==> src/rtl/spi_blink_pkg.sv <==
// Shared constants for the SPI-controlled LED blinker: register map,
// reset values, the VERSION constant and the 10 ms tick divisor.
`timescale 1ns/1ps
package spi_blink_pkg;

   typedef enum logic [1:0] {
      REG_CTRL    = 2'd0,
      REG_PERIOD  = 2'd1,
      REG_PATTERN = 2'd2,
      REG_VERSION = 2'd3
   } reg_addr_t;

   localparam logic [7:0]  CTRL_RST    = 8'h01;   // enable=1, invert=0
   localparam logic [7:0]  PERIOD_RST  = 8'd50;   // 0.5 s half-period
   localparam logic [7:0]  VERSION_VAL = 8'hA5;
   localparam int unsigned TICK_HZ     = 100;     // 10 ms timebase

   // clk cycles per 10 ms tick; never below one so tiny clocks still tick
   function automatic int unsigned tick_div(input int unsigned clk_hz);
      int unsigned div;
      div = clk_hz / TICK_HZ;
      if (div < 1)
         div = 1;
      return div;
   endfunction

endpackage

==> src/rtl/spi_blink_spi_if.sv <==
// SPI mode-0 slave front end: input synchronisers, edge detection,
// 16-bit frame shifting, write decode and read-shadow shifting on MISO.
`timescale 1ns/1ps
module spi_blink_spi_if
   import spi_blink_pkg::*;
(
   input  logic       clk,
   input  logic       rst,
   input  logic       spi_sclk,
   input  logic       spi_cs_n,
   input  logic       spi_mosi,
   output logic       spi_miso,
   output logic       wr_valid,
   output logic [1:0] addr,
   output logic [7:0] wdata,
   output logic       rd_req,
   input  logic [7:0] rdata
);

   // bit 2 = cs_n, bit 1 = sclk, bit 0 = mosi
   logic [2:0]  meta_reg;
   logic [2:0]  sync_reg;
   logic        sclk_d_reg;
   logic        cs_d_reg;
   logic        active_reg;
   logic [4:0]  cnt_reg;
   logic [14:0] shift_reg;
   logic [7:0]  shadow_reg;
   logic        miso_reg;

   logic sclk_s, cs_s, mosi_s;
   logic sclk_rise, sclk_fall, cs_fall, cs_rise;
   logic bit_live;

   assign mosi_s = sync_reg[0];
   assign sclk_s = sync_reg[1];
   assign cs_s   = sync_reg[2];

   // Two-flop synchronisers. Resetting cs to 0 means a CS held low across
   // reset never looks like a falling edge, so a half-sent frame is dropped.
   always_ff @(posedge clk or posedge rst) begin
      if (rst) begin
         meta_reg <= 3'b000;
         sync_reg <= 3'b000;
      end else begin
         meta_reg <= {spi_cs_n, spi_sclk, spi_mosi};
         sync_reg <= meta_reg;
      end
   end

   assign sclk_rise = sclk_s & ~sclk_d_reg;
   assign sclk_fall = ~sclk_s & sclk_d_reg;
   assign cs_fall   = ~cs_s & cs_d_reg;
   assign cs_rise   = cs_s & ~cs_d_reg;

   // a frame bit is accepted only inside an open frame and before the 16th edge
   assign bit_live = active_reg && (cnt_reg < 5'd16) && !cs_fall && !cs_rise;

   // 16th rising edge of a write frame: shift_reg holds frame[15:1], mosi is bit 0
   assign wr_valid = bit_live && sclk_rise && (cnt_reg == 5'd15) && !shift_reg[14];
   // 8th rising edge of a read frame: shift_reg[6:0] holds frame[15:9], mosi is bit 8
   assign rd_req   = bit_live && sclk_rise && (cnt_reg == 5'd7) && shift_reg[6];
   assign addr     = (cnt_reg == 5'd7) ? {shift_reg[0], mosi_s} : shift_reg[8:7];
   assign wdata    = {shift_reg[6:0], mosi_s};

   // MISO is forced low whenever the host deselects us
   assign spi_miso = miso_reg & ~spi_cs_n;

   // Frame tracking: bit counter, MOSI shift register and MISO read shadow
   always_ff @(posedge clk or posedge rst) begin
      if (rst) begin
         sclk_d_reg <= 1'b0;
         cs_d_reg   <= 1'b0;
         active_reg <= 1'b0;
         cnt_reg    <= 5'd0;
         shift_reg  <= 15'd0;
         shadow_reg <= 8'd0;
         miso_reg   <= 1'b0;
      end else begin
         sclk_d_reg <= sclk_s;
         cs_d_reg   <= cs_s;
         if (cs_fall) begin
            active_reg <= 1'b1;
            cnt_reg    <= 5'd0;
            shift_reg  <= 15'd0;
            shadow_reg <= 8'd0;
            miso_reg   <= 1'b0;
         end else if (cs_rise) begin
            active_reg <= 1'b0;
            miso_reg   <= 1'b0;
         end else if (bit_live) begin
            if (sclk_rise) begin
               cnt_reg   <= cnt_reg + 5'd1;
               shift_reg <= {shift_reg[13:0], mosi_s};
               if (rd_req)
                  shadow_reg <= rdata;
            end else if (sclk_fall) begin
               miso_reg   <= shadow_reg[7];
               shadow_reg <= {shadow_reg[6:0], 1'b0};
            end
         end
      end
   end

endmodule

==> src/rtl/spi_blink_ctrl.sv <==
// LED blinker controlled over SPI: register file (CTRL, PERIOD, PATTERN,
// VERSION), 10 ms prescaler, half-period counter and registered LED drive.
`timescale 1ns/1ps
module spi_blink_ctrl
   import spi_blink_pkg::*;
#(
   parameter int CLK_HZ = 21000000,
   parameter int LED_W  = 2
)(
   input  logic             clk,
   input  logic             rst,
   input  logic             spi_sclk,
   input  logic             spi_cs_n,
   input  logic             spi_mosi,
   output logic             spi_miso,
   output logic [LED_W-1:0] led
);

   localparam int unsigned TICK_DIV = tick_div(CLK_HZ);
   localparam int          PRESC_W  = (TICK_DIV > 1) ? $clog2(TICK_DIV) : 1;

   logic       wr_valid, rd_req;
   logic [1:0] addr;
   logic [7:0] wdata, rdata;

   spi_blink_spi_if u_spi_if (
      .clk      (clk),
      .rst      (rst),
      .spi_sclk (spi_sclk),
      .spi_cs_n (spi_cs_n),
      .spi_mosi (spi_mosi),
      .spi_miso (spi_miso),
      .wr_valid (wr_valid),
      .addr     (addr),
      .wdata    (wdata),
      .rd_req   (rd_req),
      .rdata    (rdata)
   );

   logic               enable_reg, invert_reg;
   logic [7:0]         period_reg;
   logic [LED_W-1:0]   pattern_reg;
   logic [PRESC_W-1:0] presc_reg;
   logic [7:0]         hp_reg, hp_next;
   logic               phase_reg, phase_next;
   logic [LED_W-1:0]   led_reg;

   reg_addr_t reg_addr;
   logic      wr_ctrl, wr_period, wr_pattern;
   logic [7:0] pattern_ext;

   assign reg_addr   = reg_addr_t'(addr);
   assign wr_ctrl    = wr_valid && (reg_addr == REG_CTRL);
   assign wr_period  = wr_valid && (reg_addr == REG_PERIOD);
   assign wr_pattern = wr_valid && (reg_addr == REG_PATTERN);

   // unused PATTERN bits read back as zero
   genvar gi;
   generate
      for (gi = 0; gi < 8; gi++) begin : g_pat
         if (gi < LED_W) begin : g_used
            assign pattern_ext[gi] = pattern_reg[gi];
         end else begin : g_zero
            assign pattern_ext[gi] = 1'b0;
         end
      end
   endgenerate

   // Register write port; VERSION has no storage so its writes vanish
   always_ff @(posedge clk or posedge rst) begin
      if (rst) begin
         enable_reg  <= CTRL_RST[0];
         invert_reg  <= CTRL_RST[1];
         period_reg  <= PERIOD_RST;
         pattern_reg <= '1;
      end else begin
         if (wr_ctrl)
            {invert_reg, enable_reg} <= wdata[1:0];
         if (wr_period)
            period_reg <= wdata;
         if (wr_pattern)
            pattern_reg <= wdata[LED_W-1:0];
      end
   end

   // Read mux feeding the SPI read shadow
   always_comb begin
      rdata = 8'h00;
      case (reg_addr)
         REG_CTRL:    rdata = {6'b0, invert_reg, enable_reg};
         REG_PERIOD:  rdata = period_reg;
         REG_PATTERN: rdata = pattern_ext;
         REG_VERSION: rdata = VERSION_VAL;
         default:     rdata = 8'h00;
      endcase
   end

   logic tick;
   assign tick = (presc_reg == PRESC_W'(TICK_DIV - 1));

   // Free-running 10 ms prescaler
   always_ff @(posedge clk or posedge rst) begin
      if (rst)
         presc_reg <= '0;
      else if (tick)
         presc_reg <= '0;
      else
         presc_reg <= presc_reg + 1'b1;
   end

   // A write landing on the same cycle as a tick takes effect first
   logic       enable_eff;
   logic [7:0] period_eff, hp_base, hp_last;
   assign enable_eff = wr_ctrl ? wdata[0] : enable_reg;
   assign period_eff = wr_period ? wdata : period_reg;
   assign hp_base    = wr_period ? 8'd0 : hp_reg;
   assign hp_last    = (period_eff == 8'd0) ? 8'd0 : period_eff - 8'd1;

   // Half-period counting and phase toggling
   always_comb begin
      hp_next    = hp_base;
      phase_next = phase_reg;
      if (!enable_eff) begin
         hp_next    = 8'd0;
         phase_next = 1'b0;
      end else if (tick) begin
         if (hp_base >= hp_last) begin
            hp_next    = 8'd0;
            phase_next = ~phase_reg;
         end else begin
            hp_next = hp_base + 8'd1;
         end
      end
   end

   // Blink state registers
   always_ff @(posedge clk or posedge rst) begin
      if (rst) begin
         hp_reg    <= 8'd0;
         phase_reg <= 1'b0;
      end else begin
         hp_reg    <= hp_next;
         phase_reg <= phase_next;
      end
   end

   // Registered LED drive
   always_ff @(posedge clk or posedge rst) begin
      if (rst)
         led_reg <= '0;
      else
         led_reg <= (phase_reg ? pattern_reg : '0) ^ {LED_W{invert_reg}};
   end

   assign led = led_reg;

endmodule
==> config.mk <==
export PLATFORM = sky130hd
export DESIGN_NAME = spi_blink_ctrl
export DESIGN_NICKNAME = d
export VERILOG_FILES = /design/src/rtl/spi_blink_pkg.sv /design/src/rtl/spi_blink_spi_if.sv /design/src/rtl/spi_blink_ctrl.sv
export SDC_FILE = /design/constraint.sdc
export NUM_CORES = 1
export LEC_CHECK = 0
export BUFFER_PORTS_ARGS = -buffer_cell sky130_fd_sc_hd__buf_2
export CAP_MARGIN = 20
export CORE_MARGIN = 4
export CORE_UTILIZATION = 59
export CTS_BUF_LIST = sky130_fd_sc_hd__clkbuf_8
export DETAILED_ROUTE_END_ITERATION = 6
export HOLD_SLACK_MARGIN = 0.02
export PLACE_DENSITY = 0.83
export SYNTH_ARGS = -nofsm -noshare
export SYNTH_HDL_FRONTEND = slang
export SYNTH_HIERARCHICAL = 1
export SYNTH_SLANG_ARGS = --single-unit
==> constraint.sdc <==
create_clock -name clk -period 4.2 [get_ports clk]
set_clock_uncertainty 0.2 [all_clocks]
set_input_delay 0.42 -clock clk [delete_from_list [all_inputs] [get_ports clk]]
set_output_delay 0.42 -clock clk [all_outputs]
set_load 0.02 [all_outputs]
* Word-level counts from Yosys, hierarchy flattened
Index checks and enable logic that the tools add are counted.
Storage, ports and cells: input bits 5, logic and storage cells 107, output and inout bits 3, register bits 79
Operators by class: add/subtract/negate cells 4, mux-type cells 35, bitwise operators 12, $lt $le $gt $ge 2, reductions and logical operators 26, equality and inequality tests 11
Operator list (count):
- 8-bit 2-to-1 mux | 12
- 15-bit 2-to-1 mux | 4
- 8-bit case mux with 4 select lines | 1
- 5-bit 2-to-1 mux | 4
- 18-bit by 1-bit adder with 18-bit output, second input constant | 1
- 18-bit == test, second input constant | 1
- 18-bit 2-to-1 mux | 1
- 1-bit logical AND | 11
- 1-bit 2-to-1 mux | 11
- 3-bit nonzero test | 3
- 8-bit by 1-bit adder with 8-bit output, second input constant | 1
- 8-bit greater-or-equal comparator | 1
- 8-bit logical NOT | 1
- 8-bit by 1-bit subtractor with 8-bit output, second input constant | 1
- 3-bit inequality test, second input constant | 2
- 1-bit NOT | 6
- 3-bit AND reduction | 2
- 2-bit nonzero test | 3
- 5-bit by 1-bit adder with 5-bit output, second input constant | 1
- 1-bit bitwise AND | 5
- 5-bit by 3-bit == test with 1-bit output, second input constant | 1
- 5-bit by 4-bit == test with 1-bit output, second input constant | 1
- 5-bit less-than comparator, second input constant | 1
- 2-bit == test, second input constant | 2
- 9 further kinds | 13

* Longest topological paths before layout
word-level depth 16, mapped depth 20, gate-level depth less buffers 16

* Hierarchy
The synthesis kept the hierarchy.
By module, submodules not included:
- spi_blink_ctrl | cells each 255, area an instance 2426.1 um^2, instances 1, seq. area each 1033.5 um^2
- spi_blink_spi_if | cells each 143, area an instance 1781.7 um^2, instances 1, seq. area each 950.9 um^2

* Least setup slack after synthesis
No wires, ideal clock.
path kind register -> register, from register u_spi_if.sync_reg[2], to register hp_reg[6], arrival time 3.950 ns, required time 3.918 ns, slack -0.032 ns, cell stages (with the launch flop) 18, library setup time 0.082 ns, clock period less this slack 4.232 ns, path buffers 2, cells stage by stage dfrtp_1 > inv_1 > ha_1 > nor2_1 > nand2_1 > nor3b_1 > nand3b_4 > buf_6 > mux2_4 > nor3_4 > a21oi_1 > ha_1 > or4_1 > a21oi_1 > o31a_1 > buf_2 > nand3_1 > a31oi_1
Between the ends: cells in the longest elaborated chain, start to end 16, elaborated cells on any way between the ends 23, classes of those cells add/sub (2); order compare (1); mux (7); bitwise (3); reduce/logical (10)
RTL lines:
- from (decl) | line spi_blink_spi_if.sv:22 | logic [2:0] sync_reg;
- from (signal assigned) | line spi_blink_spi_if.sv:47 | sync_reg <= meta_reg;
- 1-bit NOT * | line spi_blink_spi_if.sv:53 | assign cs_fall = ~cs_s & cs_d_reg;
- 1-bit bitwise AND * | line spi_blink_spi_if.sv:53
- via u_spi_if.cs_fall | line spi_blink_spi_if.sv:32 | logic sclk_rise, sclk_fall, cs_fall, cs_rise;
- 1-bit logical NOT * | line spi_blink_spi_if.sv:57 | assign bit_live = active_reg && (cnt_reg < 5'd16) && !cs_fall && !cs_rise;
- 1-bit logical AND * (2 in series) | line spi_blink_spi_if.sv:57
- 1-bit logical AND * (3 in series) | line spi_blink_spi_if.sv:60 | assign wr_valid = bit_live && sclk_rise && (cnt_reg == 5'd15) && !shift_reg[14];
- via wr_valid | line spi_blink_ctrl.sv:22 | logic wr_valid, rd_req;
- 1-bit logical AND * | line spi_blink_ctrl.sv:54 | assign wr_period = wr_valid && (reg_addr == REG_PERIOD);
- 8-bit 2-to-1 mux *
- via period_eff[3] | line spi_blink_ctrl.sv:113 | logic [7:0] period_eff, hp_base, hp_last;
- 8-bit by 1-bit subtractor with 8-bit output or 8-bit logical NOT (tied branches) | line spi_blink_ctrl.sv:117 | assign hp_last = (period_eff == 8'd0) ? 8'd0 : period_eff - 8'd1;
- 8-bit 2-to-1 mux * | line spi_blink_ctrl.sv:117
- 8-bit greater-or-equal comparator * | line spi_blink_ctrl.sv:127 | if (hp_base >= hp_last) begin
- 8-bit 2-to-1 mux * | line spi_blink_ctrl.sv:127
- 8-bit 2-to-1 mux * | line spi_blink_ctrl.sv:126 | end else if (tick) begin
- 8-bit 2-to-1 mux * | line spi_blink_ctrl.sv:123 | if (!enable_eff) begin
- via hp_next[6] | line spi_blink_ctrl.sv:44 | logic [7:0] hp_reg, hp_next;
- to (signal assigned) | line spi_blink_ctrl.sv:142 | hp_reg <= hp_next;
- to (decl) | line spi_blink_ctrl.sv:44
Mark *: on every way through the listed nets, which the timed path passes. The rest lies on a longest branch. A chain may end at the register's enable or synchronous reset.

* Worst setup path after layout
from register u_spi_if.cnt_reg[1], to register phase_reg
Between the ends: elaborated cells on any way between the ends 25, classes of those cells add/sub (1); order compare (2); eq/ne (5); mux (6); reduce/logical (11)
RTL lines:
- from (decl) | line spi_blink_spi_if.sv:26 | logic [4:0] cnt_reg;
- from (signal assigned) | line spi_blink_spi_if.sv:93 | cnt_reg <= cnt_reg + 5'd1;
- 5-bit by 3-bit == test with 1-bit output * | line spi_blink_spi_if.sv:63 | assign addr = (cnt_reg == 5'd7) ? {shift_reg[0], mosi_s} : shift_reg[8:7];
- 2-bit 2-to-1 mux * | line spi_blink_spi_if.sv:63
- via addr[1] | line spi_blink_ctrl.sv:23 | logic [1:0] addr;
- 2-bit by 1-bit == test with 1-bit output * | line spi_blink_ctrl.sv:54
- 1-bit logical AND * | line spi_blink_ctrl.sv:54
- 8-bit 2-to-1 mux *
- via period_eff[3] | line spi_blink_ctrl.sv:113
- 8-bit by 1-bit subtractor with 8-bit output or 8-bit logical NOT (tied branches) | line spi_blink_ctrl.sv:117
- 8-bit 2-to-1 mux * | line spi_blink_ctrl.sv:117
- 8-bit greater-or-equal comparator * | line spi_blink_ctrl.sv:127
- 2-bit by 1-bit inequality test with 1-bit output (no line) *
- 2-bit AND reduction (no line) *
- to (signal assigned) | line spi_blink_ctrl.sv:143 | phase_reg <= phase_next;
- to (decl) | line spi_blink_ctrl.sv:45 | logic phase_reg, phase_next;
Marked as above.

==> reports/qor.yml <==
status: "finished, final reports clean"
gp_congestion: 0.843
core_um2: 6870
cts.sink_count: 79
crit_arrival_ns: 4.16
switching_power_uw: 311
drc_errors: 0
finalPower_uw: 1310
die_y_um: 92.4
dp_cells: 491
worstReg2RegEnd: "phase_reg"
r2r_slack_ns: 0.13
setup.worst_path.start_class: "flip-flop"
hp-class: "flip-flop to flip-flop"
final_common_cell: "dfrtp_1"
fin_crit_ns: 4.07
clock.fmax_ghz: 0.245
r2r_start: "u_spi_if/cnt_reg[1]"
leakage_uw: 0.00220
syn_inst: 397
final_util_pct: 67.0
cts.path.max_buffers: 2
dp_slack_ns: -0.0140
worstSetupPathType: "flip-flop to flip-flop"
powerDensity_nw_per_um2: 285
synth_warnings: 6
io_pins: 8
critPathMaxFanout: 7
p_comb_share_pct: 5.0
synth_area_per_cell_um2: 10.6
worst_hold_slack_ns: 0.158
final_cells: 519
diodes: 0
syn-num-nets: 419
internal_power_uw: 1000
slew_headroom_pct: 32.1
clk_latency_ns: 0.34
p_seq_share_pct: 59.1
finalHoldViolations: 0
die_area_um2: 8540
die_w_um: 92.4
num_rows: 30
layout_common_cells: "dfrtp_1, nand2_1, nor2_1"
largest_reg_flops: 18
hold_path_depth: 0
syn2layout_area_growth_pct: 9.49
grt_use_total_pct: 21.0
ant_nets: 0
fillers: 500
grt_pass1_wl_um: 14600
drtPass1Iterations: 5
viasPerCell: 5.82
swShare_pct: 23.7
overflow: 0
num_vias: 3019
grt_start_max_net_pins: 42
cts_root_buffer: "clkbuf_8"
io_buffers: 7
finalSetupViolCount: 0
crit_chain: "ha_2 > and4bb_2 > mux2_2 > nand3b_4 > mux2_4 > nor3_4 > nand3_2 > o21ba_1 > ha_1 > nand3_1 > o31a_1 > buf_2 > or4_1 > nand2_1"
r2r.worst_path.cells: 14
drv_slew: 0
drv_cap: 0
fin_crit_sh_pct: 97.0
drtIter0Drc: 187
vdd_drop_max_uv: 237
hpwl_um: 5840
worst_pin_slew_ns: 1.01
start_util_pct: 61.2
crit_family: "simple AND/OR/NAND/NOR gates"
rsz0062_at_grt: "yes"
end_kind: "flip-flop"
whs_endpoint: "u_spi_if/sync_reg[1]"
antenna_found_initial: 0
crit_required_ns: 4.28
drive_above_1_share_pct: 20.1
cts_buffers: 9
cts_tree: "yes"
h-tree-depth: 3
nNetsFinal: 440
cp_slowest_cell: "or4_1"
critPathMaxStageDelay_ns: 0.41
clkPwrFrac_pct: 36.0
worst_slack_ns: 0.125
grt_pass1_vias: 3051
synth_area_um2: 4200
cp.buffers_inverters: 1
clkTransAtPathRegs_ns: 0.08
finalWirelength_um: 8470
wl_per_cell_um: 16.3
hold_start: "u_spi_if/meta_reg[1]"
## per-layer routing
layer / global-route usage [%] / vias to the layer above / share of wire, %
met5: 0 / - / 0
met4: 4.83 / 0 / 0.92
met3: 4.87 / 6 / 2.7
met2: 36.0 / 45 / 54
met1: 27.1 / 1525 / 43
li1: - / 1443 / -
## repair_timing
action,in CTS,in global routing
endpoints found under the hold margin,26,0
resized for setup,0,10
pin swaps,1,5
hold buffers,4,0
buffers inserted,0,6
setup endpoints to repair,3,9
gates cloned,1,1
## metrics by stage
stage | instance area (um^2) | TNS [ns]
3_3_place_gp | 4300 | 0
3_5_place_dp | 4300 | -0.0140
4_1_cts | 4520 | 0
5_1_grt | 4600 | -0.0491
6_report | 4600 | 0
2_1_floorplan | 4210 | 0
## worst max-delay path by stage
stage                 to  cells past startpoint  slack (ns)            startpoint
3_3_place_gp   hp_reg[5]                     14        0.23   u_spi_if/cnt_reg[0]
6_report       phase_reg                     14        0.13   u_spi_if/cnt_reg[1]
5_1_grt        phase_reg                     14       -0.05   u_spi_if/cnt_reg[1]
4_1_cts        hp_reg[3]                     14        0.01   u_spi_if/cnt_reg[0]
2_1_floorplan  hp_reg[6]                     17         0.1  u_spi_if/sync_reg[2]
3_5_place_dp   hp_reg[3]                     14       -0.01   u_spi_if/cnt_reg[1]
## worst reg2reg max path, stage by stage, from the launching register on
cell and delay, ns:
dfrtp_1 0.39, ha_2 0.22, and4bb_2 0.28, mux2_2 0.36, nand3b_4 0.23, mux2_4 0.37
nor3_4 0.29, nand3_2 0.15, o21ba_1 0.21, ha_1 0.28, nand3_1 0.09, o31a_1 0.31
buf_2 0.17, or4_1 0.41, nand2_1 0.08
## layout make-up
class / count / area (um^2) / share of cell area [%]
inverter: 15 / 56.3 / 1.22
clock inverter: 7 / 41.3 / 0.897
timing repair buffer: 28 / 204 / 4.43
sequential: 79 / 1980 / 43.1
multi-input combinational: 285 / 2070 / 45.0
clock buffer: 9 / 124 / 2.69
tap: 96 / 120 / 2.61
## power by group through the flow
stage	clock, uW	combinational [uW]	sequential [uW]
after floorplan	0	45.7	787
after global placement	0	56.0	790
after detailed placement	0	58.7	790
after CTS	488	62.1	776
after global routing	529	73.7	776
final	472	65.6	775
(Power assumes the default switching activity.)
